File: src/rtl/conv_ctrl.sv
// conv_ctrl: sequencing controller for the 1-D convolution engine.
// Loads an M-word x vector and an N-word filter into external memories,
// then drives the MAC accumulator to produce y[i] = sum_j x[i+j]*f[j]
// for i = 0..M-N, one result per output handshake, then returns to LOAD.
//
// Ports:
//   clk, reset          clock (rising edge), async active-low reset
//   s_valid_x/s_ready_x x input handshake (ready combinational in LOAD)
//   s_valid_f/s_ready_f f input handshake (ready combinational in LOAD)
//   m_valid_y/m_ready_y output handshake (valid registered)
//   wr_en_x, addr_x     x memory write enable / shared read-write address
//   wr_en_f, addr_f     f memory write enable / shared read-write address
//   clear_acc, en_acc   accumulator clear / multiply-accumulate (registered)
module conv_ctrl #(
    parameter int unsigned M = 8,
    parameter int unsigned N = 4
) (
    input  logic                 clk,
    input  logic                 reset,
    input  logic                 s_valid_x,
    output logic                 s_ready_x,
    input  logic                 s_valid_f,
    output logic                 s_ready_f,
    output logic                 m_valid_y,
    input  logic                 m_ready_y,
    output logic                 wr_en_x,
    output logic [$clog2(M)-1:0] addr_x,
    output logic                 wr_en_f,
    output logic [$clog2(N)-1:0] addr_f,
    output logic                 clear_acc,
    output logic                 en_acc
);

    localparam int unsigned AW_X = $clog2(M);
    localparam int unsigned AW_F = $clog2(N);
    localparam int unsigned XCW  = $clog2(M + 1);
    localparam int unsigned FCW  = $clog2(N + 1);
    localparam int unsigned IW   = (M == N) ? 1 : $clog2(M - N + 1);
    localparam int unsigned JW   = AW_F;

    localparam logic [XCW-1:0] X_FULL = XCW'(M);
    localparam logic [FCW-1:0] F_FULL = FCW'(N);
    localparam logic [IW-1:0]  I_LAST = IW'(M - N);
    localparam logic [JW-1:0]  J_LAST = JW'(N - 1);

    localparam logic [1:0] ST_LOAD    = 2'd0;
    localparam logic [1:0] ST_COMPUTE = 2'd1;
    localparam logic [1:0] ST_DRAIN   = 2'd2;
    localparam logic [1:0] ST_OUT     = 2'd3;

    logic [1:0]     r_state;
    logic [XCW-1:0] r_xcnt;
    logic [FCW-1:0] r_fcnt;
    logic [IW-1:0]  r_i;
    logic [JW-1:0]  r_j;
    logic           r_clear_acc;
    logic           r_en_acc;
    logic           r_m_valid_y;

    logic [1:0]     w_state_d;
    logic [XCW-1:0] w_xcnt_d;
    logic [FCW-1:0] w_fcnt_d;
    logic [IW-1:0]  w_i_d;
    logic [JW-1:0]  w_j_d;

    logic w_in_load;
    logic w_x_full;
    logic w_f_full;
    logic w_acc_x;
    logic w_acc_f;

    assign w_in_load = (r_state == ST_LOAD);
    assign w_x_full  = (r_xcnt == X_FULL);
    assign w_f_full  = (r_fcnt == F_FULL);

    // Ready is gated by reset so nothing looks acceptable while held in reset.
    assign s_ready_x = reset & w_in_load & ~w_x_full;
    assign s_ready_f = reset & w_in_load & ~w_f_full;
    assign w_acc_x   = s_valid_x & s_ready_x;
    assign w_acc_f   = s_valid_f & s_ready_f;
    assign wr_en_x   = w_acc_x;
    assign wr_en_f   = w_acc_f;

    always_comb begin
        addr_x = '0;
        addr_f = '0;
        case (r_state)
            ST_LOAD: begin
                addr_x = AW_X'(r_xcnt);
                addr_f = AW_F'(r_fcnt);
            end
            ST_COMPUTE: begin
                // i+j never exceeds M-1, so no wrap in the narrower address.
                addr_x = AW_X'(r_i) + AW_X'(r_j);
                addr_f = AW_F'(r_j);
            end
            default: begin
                addr_x = '0;
                addr_f = '0;
            end
        endcase
    end

    always_comb begin
        w_state_d = r_state;
        w_xcnt_d  = r_xcnt;
        w_fcnt_d  = r_fcnt;
        w_i_d     = r_i;
        w_j_d     = r_j;
        case (r_state)
            ST_LOAD: begin
                if (w_acc_x) w_xcnt_d = r_xcnt + XCW'(1);
                if (w_acc_f) w_fcnt_d = r_fcnt + FCW'(1);
                if (w_x_full && w_f_full) begin
                    w_state_d = ST_COMPUTE;
                    w_i_d     = '0;
                    w_j_d     = '0;
                end
            end
            ST_COMPUTE: begin
                if (r_j == J_LAST) begin
                    w_state_d = ST_DRAIN;
                    w_j_d     = '0;
                end else begin
                    w_j_d = r_j + JW'(1);
                end
            end
            ST_DRAIN: begin
                w_state_d = ST_OUT;
            end
            ST_OUT: begin
                if (m_ready_y) begin
                    if (r_i == I_LAST) begin
                        w_state_d = ST_LOAD;
                        w_xcnt_d  = '0;
                        w_fcnt_d  = '0;
                    end else begin
                        w_state_d = ST_COMPUTE;
                        w_i_d     = r_i + IW'(1);
                        w_j_d     = '0;
                    end
                end
            end
            default: begin
                w_state_d = ST_LOAD;
            end
        endcase
    end

    always_ff @(posedge clk or negedge reset) begin
        if (!reset) begin
            r_state     <= ST_LOAD;
            r_xcnt      <= '0;
            r_fcnt      <= '0;
            r_i         <= '0;
            r_j         <= '0;
            r_clear_acc <= 1'b0;
            r_en_acc    <= 1'b0;
            r_m_valid_y <= 1'b0;
        end else begin
            r_state     <= w_state_d;
            r_xcnt      <= w_xcnt_d;
            r_fcnt      <= w_fcnt_d;
            r_i         <= w_i_d;
            r_j         <= w_j_d;
            // Registered from next state so the outputs come straight off flops.
            r_clear_acc <= (w_state_d == ST_COMPUTE) && (w_j_d == '0);
            r_m_valid_y <= (w_state_d == ST_OUT);
            // Memory read issued this cycle lands next cycle; MAC follows it.
            r_en_acc    <= (r_state == ST_COMPUTE);
        end
    end

    assign clear_acc = r_clear_acc;
    assign en_acc    = r_en_acc;
    assign m_valid_y = r_m_valid_y;

endmodule

File: config.mk
export PLATFORM = sky130hd
export DESIGN_NAME = conv_ctrl
export DESIGN_NICKNAME = d
export VERILOG_FILES = /design/src/rtl/conv_ctrl.sv
export SDC_FILE = /design/constraint.sdc
export NUM_CORES = 1
export LEC_CHECK = 0
export ABC_AREA = 1
export BUFFER_PORTS_ARGS = -buffer_cell sky130_fd_sc_hd__buf_2
export CORE_ASPECT_RATIO = 0.75
export CORE_MARGIN = 1.5
export CORE_UTILIZATION = 58
export CTS_CLUSTER_SIZE = 40
export DETAILED_ROUTE_END_ITERATION = 7
export PLACE_DENSITY = 0.82
export SLEW_MARGIN = 15
export SYNTH_ARGS = -nofsm -noshare
export SYNTH_HDL_FRONTEND = slang
export SYNTH_SLANG_ARGS = --single-unit
File: constraint.sdc
create_clock -name clk -period 2.2 [get_ports clk]
set_clock_uncertainty 0.15 [all_clocks]
set_input_delay 0.11 -clock clk [delete_from_list [all_inputs] [get_ports clk]]
set_output_delay 0.11 -clock clk [all_outputs]
set_load 0.005 [all_outputs]
==> impl_summary.txt, run 1 <==
----------------------------------------------------
[Pwr]
  Standby leakage power ... 0.686 nW
  Pwr per Cell Area ... 1340 nW/µm²
  Largest voltage drop on the vdd net ... 0.000893 V
  Total Power ... 1.59 mW

[Placement]
  HPWL after detailed placement ... 1690 µm
  Global placer's final weighted congestion ... 0.942
  Placed instance count ... 172
  Buffers added on ports ... 16
  Worst Setup Slack post-DPL ... 0.506 ns
  Post-DP Area ... 1140 µm²

[Outcome]
  Outcome ... finished, final reports clean

[Clock tree]
  Clock slew seen by the registers of the worst setup and hold paths ... 0.11 ns
  Total clock buffers created by CTS ... 3
  Latest clock arrival within the worst-skew pair ... 0.30 ns
  H-tree levels ... 1
  Total of cells resized after clock tree synthesis ... 0
  Buffer levels on the longest clock path ... 2
  Clock tree from TritonCTS ... built
  Clock sink count ... 17
  Clk root buf ... clkbuf_4
  Post-CTS Hold Buffers ... 2
  # Post-CTS Setup Buffers ... 0

[STA]
  Top achievable clock speed ... 490 MHz
  Setup repair after global routing missed its margin ... false
  Hold Fails Final Rpt ... 0
  Setup Total Neg Slack ... 0 ns
  Final setup vio count ... 0
  Final worst setup slack ... 0.157 ns
  Worst-Margin Slew ... 0.440 ns
  Worst Hold Slack ... 0.0655 ns
  Final min period ... 2.04 ns
  Tcrit/Tclk final ... 0.929
  Pins Over Slew Limit ... 0
  Max-slew headroom ... 0.707

[Worst setup path]
  Worst setup EP type ... primary output
  Critical path startpoint category ... register
  Arrival time reported for the critical path endpoint ... 1.78 ns
  Critical-path maximum fanout ... 5
  Classification of the worst setup path ... register to primary output
  Data required, critical path ... 1.94 ns

[Logic synthesis]
  FF+latch count, synth ... 17
  Number of distinct library cells after synthesis ... 21
  Number of warnings printed during yosys synthesis ... 0
  Top area cells in the synthesized netlist ... dfrtp_1 41%, nand2_1 11%, ha_1 9.7%, inv_1 8.0%, nand3_1 6.8%
  Proportion of netlist area held by the largest area contributor ... 0.410
  Per-instance average area after synthesis ... 7.68 µm²
  Cell accounting for the most synthesized area ... dfrtp_1
  Gate count after technology mapping ... 135
  Post-synthesis cell area ... 1040 µm²
  Synthesized net count ... 149
  Sequential-to-total area share from yosys stat ... 0.410

[GRT]
  Antenna violations before repair ... 0
  Global-route wire length before repair ... 3710 µm
  Tot GR Track Use ... 0.259
  Global route overflow ... 0
  Pin count of the biggest net entering global routing ... 21
  Number of global-route vias before repair ... 874

[Detailed routing]
  Via density ... 5.28
  Overall via count from detail_route ... 940
  Number of search-and-repair iterations in the first detailed-routing pass ... 4
  DRC violation count after routing ... 0
  Detailed Route WL ... 2190 µm
  Routed wirelength normalized by instance count ... 12.3 µm
  Number of DRC markers in iteration 0 ... 23
  Remaining antenna violation count after routing ... 0

[Floorplan]
  Die X-Extent ... 51.8 µm
  Core region area ... 1710 µm²
  Die Ht ... 39.6 µm
  Floorplan die area ... 2050 µm²
  Starting density of the core ... 0.607
  Standard-cell row count ... 13
  Boundary Pins ... 17

[Cells and area]
  Antenna cell count ... 0
  Cell area after layout ... 1190 µm²
  Synth-to-layout area growth ... 14.5%
  Share of the core filled with cells ... 0.695
  Post-Layout Cell Count ... 178
  Fraction of final layout cells with drive strength greater than 1 ... 0.173
  Nets ... 171

[Worst hold path]
  Hold Crit Class ... primary input to register

[Run]
  Max-cap violation count ... 0

----------------------------------------------------
[routing by layer]
metal  wire (µm)  global-route usage  vias up
li1            -                   -      475
met1        1050               0.311      441
met2        1030               0.459       19
met3          84              0.0802        5
met4          22              0.0592        0
met5           0                   0        -
[state kept, by name (all words and copies together), names as in the netlist]
register   flops
m_valid_y      1
clear_acc      1
r_xcnt         4
r_i            3
r_fcnt         3
r_j            2
en_acc         1
r_state        2
[cells by family (layout without fill, tap and decap cells)]
group,Yosys count,after routing,synth area share
and+or+nand+nor,62,62,0.263
buffers and inverters,26,47,0.0953
AOI/OAI and AO/OA,18,18,0.0905
DFF,17,17,0.410
adders and majority gates,9,9,0.116
xor gates and xnor gates,3,3,0.0253
[final timing paths]
path | end | slack [ns] | depth (start not counted) | startpoint
hold / removal | r_xcnt[0]$_DFFE_PN0P_ | 0.07 | 4 | s_valid_x
setup reg to reg | r_i[2]$_DFFE_PN0P_ | 0.49 | 8 | r_xcnt[0]$_DFFE_PN0P_
hold reg to reg | r_i[0]$_DFFE_PN0P_ | 0.42 | 1 | r_i[0]$_DFFE_PN0P_
setup / recovery | addr_x[2] | 0.16 | 5 | r_i[0]$_DFFE_PN0P_
min in group asynchronous | r_xcnt[2]$_DFFE_PN0P_ | 0.12 | 2 | reset
max in group asynchronous | r_state[0]$_DFF_PN0_ | 1.47 | 2 | reset
[report_power, final]
part / internal (mW) / total [mW] / switching [mW]
Sequential: 0.447 / 0.586 / 0.139
Clock: 0.0679 / 0.174 / 0.107
Combinational: 0.340 / 0.826 / 0.486
Total: 0.855 / 1.59 / 0.731
[synthesized netlist by cell type]
library cell,instances
nor3_1,2
buf_2,1
xor2_1,2
o21ai_1,2
o22ai_1,3
ha_1,8
dfrtp_1,17
nor2_2,1
or2_2,2
nor2_1,7
a21oi_1,4
xnor2_1,1
nand4_1,3
nand3_1,14
inv_1,22
inv_2,3
fa_1,1
or2_1,1
o21ai_0,9
nand2_2,1
nand2_1,31
[cell usage in the layout, fill, tap and decap left out, drive strengths merged, types with 2 or more instances in the layout]
cell type	synthesis	routed
a21oi	4	4
buf	1	16
clkbuf	0	3
dfrtp	17	17
dlygate4sd3	0	2
ha	8	8
inv	25	25
nand2	32	32
nand3	14	14
nand4	3	3
nor2	8	8
nor3	2	2
o21ai	11	11
o22ai	3	3
or2	3	3
xor2	2	2
[worst max-delay path, stage by stage, from the launching register on]
cell and delay, ns:
dfrtp_1 0.45, ha_1 0.24, fa_1 0.38, xnor2_1 0.18, o22ai_1 0.09, buf_2 0.14
[layout make-up]
| type | instances | area, µm² |
|---|---|---|
| inverter | 25 | 93.8 |
| clock buffer | 3 | 22.5 |
| tap | 22 | 27.5 |
| sequential | 17 | 425 |
| fill | 150 | 520 |
| multi-input combinational | 92 | 513 |
| timing repair buffer | 18 | 100 |
| clock inverter | 1 | 5.00 |
Note: power is estimated with default switching activity, not from simulation.
==> run 2, diff against run 1 <==
==> constraint.sdc (replaced) <==
create_clock -name clk -period 2.2 [get_ports clk]
set_clock_uncertainty 0.15 [all_clocks]
set_input_delay 0.22 -clock clk [delete_from_list [all_inputs] [get_ports clk]]
set_output_delay 0.22 -clock clk [all_outputs]
set_load 0.005 [all_outputs]
==> run 2 against run 1 <==
Sequential share of layout area decreased by 1.0 points. Non-clock buffer count increased by 5. Largest power group unchanged. Routed wire length rose by 1.9%. Highest routed layer unchanged.
==> impl_summary.txt, run 2 (synthesized netlist as in run 1, its figures left out) <==
----------------------------------------------------
[Outcome]
  Outcome ... finished, final reports clean

[Pwr]
  Combinational group share of total power ... 0.541 (+0.020)
  NetSw ... 0.741 mW (+1.3%)
  Total Power ... 1.65 mW (+3.8%)
  Largest voltage drop on the vdd net ... 0.000835 V (-6.5%)
  Relative contribution of sequential cells to total power ... 0.355 (-0.014)
  Pwr per Cell Area ... 1340 nW/µm² (+0.58%)
  Standby leakage power ... 0.706 nW (+2.9%)
  Clock power frac ... 0.104 (-0.006)
  Sw Share ... 0.450 (-0.0109)
  Int Power ... 0.906 mW (+5.9%)

[Worst setup path]
  Cell at the slowest stage of the critical path ... dfrtp_1
  Critical path buffer and inverter count ... 1 (unchanged)
  Critical path, cell by cell ... ha_1 -> fa_1 -> xnor2_1 -> o22ai_1 -> buf_2
  Worst setup EP type ... primary output
  Maximum single-stage delay on the critical path ... 0.43 ns (-0.02 ns)
  Critical-path maximum fanout ... 5 (unchanged)
  Cell type group with the largest total delay on the critical path ... adder cells
  Data required, critical path ... 1.83 ns (-0.11 ns)
  Classification of the worst setup path ... register to primary output
  Critical path startpoint category ... register
  Arrival time reported for the critical path endpoint ... 1.76 ns (-0.02 ns)

[Detailed routing]
  Overall via count from detail_route ... 953 (+1.4%)
  Detailed Route WL ... 2230 µm (+1.9%)
  Number of DRC markers in iteration 0 ... 31 (+35%)
  Routed wirelength normalized by instance count ... 12.2 µm (-0.91%)
  Remaining antenna violation count after routing ... 0 (unchanged)
  Number of search-and-repair iterations in the first detailed-routing pass ... 4 (unchanged)
  Via density ... 5.21 (-1.4%)
  DRC violation count after routing ... 0 (unchanged)

[Cells and area]
  Antenna cell count ... 0 (unchanged)
  Fraction of final layout cells with drive strength greater than 1 ... 0.199 (+0.0257)
  Largest regs ... r_xcnt: 4 flops, r_fcnt: 3 flops, r_i: 3 flops
  Flip-flop count of the largest register, all copies and words added ... 4 (unchanged)
  Synth-to-layout area growth ... 18.1%
  Highest-count cells in the layout ignoring fill and taps ... 31 x nand2_1, 22 x inv_1, 16 x dfrtp_1, 16 x buf_2, 14 x nand3_1
  Leading cell type in the layout, fill and taps excluded ... nand2_1
  Register name with the most flops ... r_xcnt
  Nets ... 176 (+2.9%)
  Post-Layout Cell Count ... 183 (+2.8%)

[Clock tree]
  Total clock buffers created by CTS ... 3 (unchanged)
  Buffer levels on the longest clock path ... 2 (unchanged)
  Clock slew seen by the registers of the worst setup and hold paths ... 0.10 ns (about the same)
  Latest clock arrival within the worst-skew pair ... 0.30 ns (about the same)
  Clk root buf ... clkbuf_4
  H-tree levels ... 1 (unchanged)
  Clock tree from TritonCTS ... built
  Clock sink count ... 17 (unchanged)

[Placement]
  Placed instance count ... 173 (+0.58%)
  Global placer's final weighted congestion ... 0.931 (-1.2%)
  Buffers added on ports ... 16 (unchanged)
  HPWL after detailed placement ... 1720 µm (+1.8%)

[Floorplan]
  Floorplan die area ... 2050 µm² (unchanged)
  Boundary Pins ... 17 (unchanged)
  Die Ht ... 39.6 µm (unchanged)
  Starting density of the core ... 0.607 (unchanged)
  Standard-cell row count ... 13 (unchanged)
  Die X-Extent ... 51.8 µm (unchanged)
  Core region area ... 1710 µm² (unchanged)

[GRT]
  Tot GR Track Use ... 0.248 (-0.0116)
  Number of global-route vias before repair ... 806 (-7.8%)
  Antenna violations before repair ... 0 (unchanged)
  Global-route wire length before repair ... 3480 µm (-6.0%)
  Pin count of the biggest net entering global routing ... 13 (-38%)
  Global route overflow ... 0 (unchanged)

[STA]
  Max-slew headroom ... 0.808 (+0.101)
  Final setup vio count ... 0 (unchanged)
  Final min period ... 2.13 ns (+0.0874 ns)
  Top achievable clock speed ... 469 MHz (-4.1%)
  Worst-Margin Slew ... 0.287 ns (-0.153 ns)
  Tcrit/Tclk final ... 0.968 (+0.0397)
  Pins Over Slew Limit ... 0 (unchanged)
  Worst Hold Slack ... 0.132 ns (+0.0664 ns)
  Hold Fails Final Rpt ... 0 (unchanged)
  Setup Total Neg Slack ... 0 ns (unchanged)
  Setup repair after global routing missed its margin ... false

[Worst hold path]
  Hold Crit Class ... primary input to async pin

[Run]
  Max-cap violation count ... 0 (unchanged)

----------------------------------------------------
-- run 2: cell types whose count changed in the layout (fill, tap and decap cells not counted) --
cell / previous run / this run
buf_4: 0 / 5
clkbuf_1: 0 / 1
clkinv_2: 1 / 0
dfrtp_1: 17 / 16
dfrtp_2: 0 / 1
-- run 2: through the flow --
step / setup WS, ns / instance area (µm²) / utilization
2_1_floorplan: 0.596 / 1040 / -
3_3_place_gp: 0.468 / 1150 / 0.672
3_5_place_dp: 0.400 / 1150 / 0.672
4_1_cts: 0.0613 / 1190 / 0.699
5_1_grt: 0.0282 / 1220 / 0.717
6_report: 0.0698 / 1220 / 0.717
-- run 2: worst paths after layout --
| kind | startpoint | endpoint | slack, ns | cells after the start |
|---|---|---|---|---|
| setup / recovery | r_i[0]$_DFFE_PN0P_ | addr_x[2] | 0.07 | 5 |
| hold / removal | reset | r_fcnt[2]$_DFFE_PN0P_ | 0.13 | 2 |
| setup reg to reg | r_xcnt[0]$_DFFE_PN0P_ | r_i[2]$_DFFE_PN0P_ | 0.49 | 8 |
| hold reg to reg | r_fcnt[2]$_DFFE_PN0P_ | r_fcnt[2]$_DFFE_PN0P_ | 0.40 | 2 |
| max in group asynchronous | reset | r_j[0]$_DFF_PN0_ | 1.35 | 3 |
| min in group clk | s_valid_f | r_fcnt[0]$_DFFE_PN0P_ | 0.17 | 4 |
-- run 2: power groups by stage --
stage	logic [mW]	clock network, mW	registers (mW)
5_1_grt	1.02	0.186	0.604
2_1_floorplan	0.585	0	0.549
3_5_place_dp	0.823	0	0.592
4_1_cts	0.837	0.175	0.585
6_report	0.890	0.171	0.585
3_3_place_gp	0.775	0	0.584
-- run 2: final cells by class --
type / instances / area (µm²)
clock buffers: 4 / 26.3
fillers: 143 / 483
inverters: 25 / 93.8
multi-input cells: 92 / 513
flip-flops and latches: 17 / 427
well taps: 22 / 27.5
repair buffers: 23 / 138
-- run 2: repair_timing --
action | CTS | global route
hold endpoints to repair | 18 | 0
endpoints found under the setup margin | 0 | 1
resized for setup | 0 | 1
hold buffers | 2 | 0
setup buffers | 0 | 4
-- run 2: layer usage --
layer  GRT usage  part of all wire  vias up
met5           0                 0        -
li1            -                 -      482
met4      0.0789             0.015        0
met1       0.305              0.46      438
met3      0.0802             0.053        4
met2       0.415              0.47       29
==> run 3, diff against run 2 <==
==> constraint.sdc (replaced) <==
create_clock -name clk -period 2.6 [get_ports clk]
set_clock_uncertainty 0.15 [all_clocks]
set_input_delay 0.26 -clock clk [delete_from_list [all_inputs] [get_ports clk]]
set_output_delay 0.26 -clock clk [all_outputs]
set_load 0.005 [all_outputs]
==> run 3 against run 2 <==
Count of clock-buffer cells in the layout unchanged. Worst setup slack improved by 0.35 ns. Largest power group unchanged. Via count shrank 1.8%. Clock power is 18% lower. First-iteration DRC count up 23%. Global-route usage rose by 0.21 points. Routed wire length shrank 1.8%. Non-clock buffer count decreased by 6.
==> impl_summary.txt, run 3 (synthesized netlist as in run 1, its figures left out) <==
----------------------------------------------------
[STA]
  Setup Total Neg Slack ... 0 ns (unchanged)
  Top achievable clock speed ... 459 MHz
  Final min period ... 2.18 ns
  Tcrit/Tclk final ... 0.838
  Setup repair after global routing missed its margin ... false
  Max-slew headroom ... 0.713 (-0.0945)
  Worst-Margin Slew ... 0.430 ns (+0.144 ns)
  Pins Over Slew Limit ... 0 (unchanged)
  Hold Fails Final Rpt ... 0 (unchanged)
  Final setup vio count ... 0 (unchanged)

[Clock tree]
  Clock sink count ... 17 (unchanged)
  H-tree levels ... 1 (unchanged)
  Total of cells resized after clock tree synthesis ... 0 (unchanged)
  Total clock buffers created by CTS ... 3 (unchanged)
  Clock tree from TritonCTS ... built
  Latest clock arrival within the worst-skew pair ... 0.29 ns (about the same)
  Buffer levels on the longest clock path ... 2 (unchanged)
  Clk root buf ... clkbuf_4
  Clock slew seen by the registers of the worst setup and hold paths ... 0.10 ns (about the same)

[Worst setup path]
  Cell at the slowest stage of the critical path ... dfrtp_1
  Classification of the worst setup path ... register to primary output
  Maximum single-stage delay on the critical path ... 0.43 ns (about the same)
  Data required, critical path ... 2.19 ns (+0.36 ns)
  Critical path buffer and inverter count ... 1 (unchanged)
  Critical path startpoint category ... register
  Critical-path maximum fanout ... 5 (unchanged)
  Cell type group with the largest total delay on the critical path ... adder cells
  Arrival time reported for the critical path endpoint ... 1.77 ns (about the same)
  Critical path, cell by cell ... ha_1 -> fa_1 -> xnor2_1 -> o22ai_1 -> buf_2
  Worst setup EP type ... primary output

[Cells and area]
  Fraction of final layout cells with drive strength greater than 1 ... 0.168 (-0.0310)
  Antenna cell count ... 0 (unchanged)
  Flip-flop count of the largest register, all copies and words added ... 4 (unchanged)
  Synth-to-layout area growth ... 13.4%
  Leading cell type in the layout, fill and taps excluded ... nand2_1
  Cell area after layout ... 1180 µm² (-4.0%)
  Highest-count cells in the layout ignoring fill and taps ... 31 x nand2_1, 22 x inv_1, 17 x dfrtp_1
  Nets ... 170 (-3.4%)
  Largest regs ... r_xcnt: 4 flops, r_fcnt: 3 flops, r_i: 3 flops
  Register name with the most flops ... r_xcnt

[Detailed routing]
  Routed wirelength normalized by instance count ... 12.4 µm (+1.5%)
  Remaining antenna violation count after routing ... 0 (unchanged)
  Via density ... 5.29 (+1.5%)
  Number of DRC markers in iteration 0 ... 38 (+23%)
  Number of search-and-repair iterations in the first detailed-routing pass ... 4 (unchanged)
  Detailed Route WL ... 2190 µm (-1.8%)
  Overall via count from detail_route ... 936 (-1.8%)
  DRC violation count after routing ... 0 (unchanged)

[GRT]
  Met3 GRT Util ... 0.0802 (unchanged)
  Global-route wire length before repair ... 3550 µm (+1.8%)
  Met2 usage ... 0.421 (+0.00633)
  Tot GR Track Use ... 0.250 (+0.00211)
  Pin count of the biggest net entering global routing ... 21 (+8)
  Number of global-route vias before repair ... 828 (+2.7%)
  GR met1 Demand/Resource ... 0.306 (+0.000918)
  Antenna violations before repair ... 0 (unchanged)
  Global route overflow ... 0 (unchanged)
  Most crowded layer after global routing ... met2

[Placement]
  Post-DP Area ... 1140 µm² (-0.65%)
  Buffers added on ports ... 16 (unchanged)
  HPWL after detailed placement ... 1720 µm (-0.42%)
  Global placer's final weighted congestion ... 0.948 (+1.9%)

[Floorplan]
  Die Ht ... 39.6 µm (unchanged)
  Core region area ... 1710 µm² (unchanged)
  Die X-Extent ... 51.8 µm (unchanged)
  Starting density of the core ... 0.607 (unchanged)
  Standard-cell row count ... 13 (unchanged)
  Floorplan die area ... 2050 µm² (unchanged)
  Boundary Pins ... 17 (unchanged)

[Pwr]
  Largest voltage drop on the vdd net ... 0.000819 V (-2.0%)
  Standby leakage power ... 0.679 nW (-3.8%)
  Pwr per Cell Area ... 1130 nW/µm² (-16%)

[Run]
  Max-cap violation count ... 0 (unchanged)

[Outcome]
  Outcome ... finished, final reports clean

[Worst hold path]
  Hold Crit Class ... primary input to register

----------------------------------------------------
[run 3: cell count changes in the layout (fill, tap and decap cells not counted), sizes merged]
cell	before	now
dlygate4sd3	2	1
buf	21	16
[run 3: area by class of cell]
type                            count  area (µm²)
Multi-Input combinational cell     92         513
Clock buffer                        4        26.3
Sequential cell                    17         425
Inverter                           25        93.8
Fill cell                         154         532
Tap cell                           22        27.5
Timing Repair Buffer               17        90.1
[run 3: where the power goes]
part | switching [mW] | internal (mW)
clock network | 0.0808 | 0.0597
logic | 0.411 | 0.286
registers | 0.117 | 0.378
[run 3: final timing paths]
path                                       start               endpoint  slack (ns)  depth (start not counted)
max reg2reg                r_xcnt[0]$_DFFE_PN0P_     r_i[2]$_DFFE_PN0P_        0.89                          8
max in group asynchronous                  reset  r_fcnt[1]$_DFFE_PN0P_        1.72                          2
max                           r_i[0]$_DFFE_PN0P_              addr_x[2]        0.42                          5
min in group asynchronous                  reset  r_xcnt[2]$_DFFE_PN0P_        0.28                          2
min reg2reg                   r_i[0]$_DFFE_PN0P_     r_i[0]$_DFFE_PN0P_        0.40                          1
min                                    m_ready_y    m_valid_y$_DFF_PN0_        0.05                          2
[run 3: layer usage]
metal / up-vias / wire (µm)
met3: 2 / 98
met1: 435 / 1050
li1: 476 / -
met4: 0 / 12
met5: - / 0
met2: 23 / 1030
[run 3: timing repair]
action	in CTS	in global routing
setup buffers	0	0
hold buffers	1	0
endpoints found under the hold margin	17	0
[run 3: metrics by stage]
step	setup WS (ns)	util	hold WS (ns)	std cells	total power, mW
floorplan	0.956	-	-0.186	135	0.960
global placement	0.826	0.667	0.0663	172	1.15
detailed placement	0.772	0.667	0.0733	172	1.19
CTS	0.407	0.689	0.0398	177	1.34
global route	0.323	0.689	0.0512	177	1.47
finish	0.420	0.689	0.0481	177	1.33
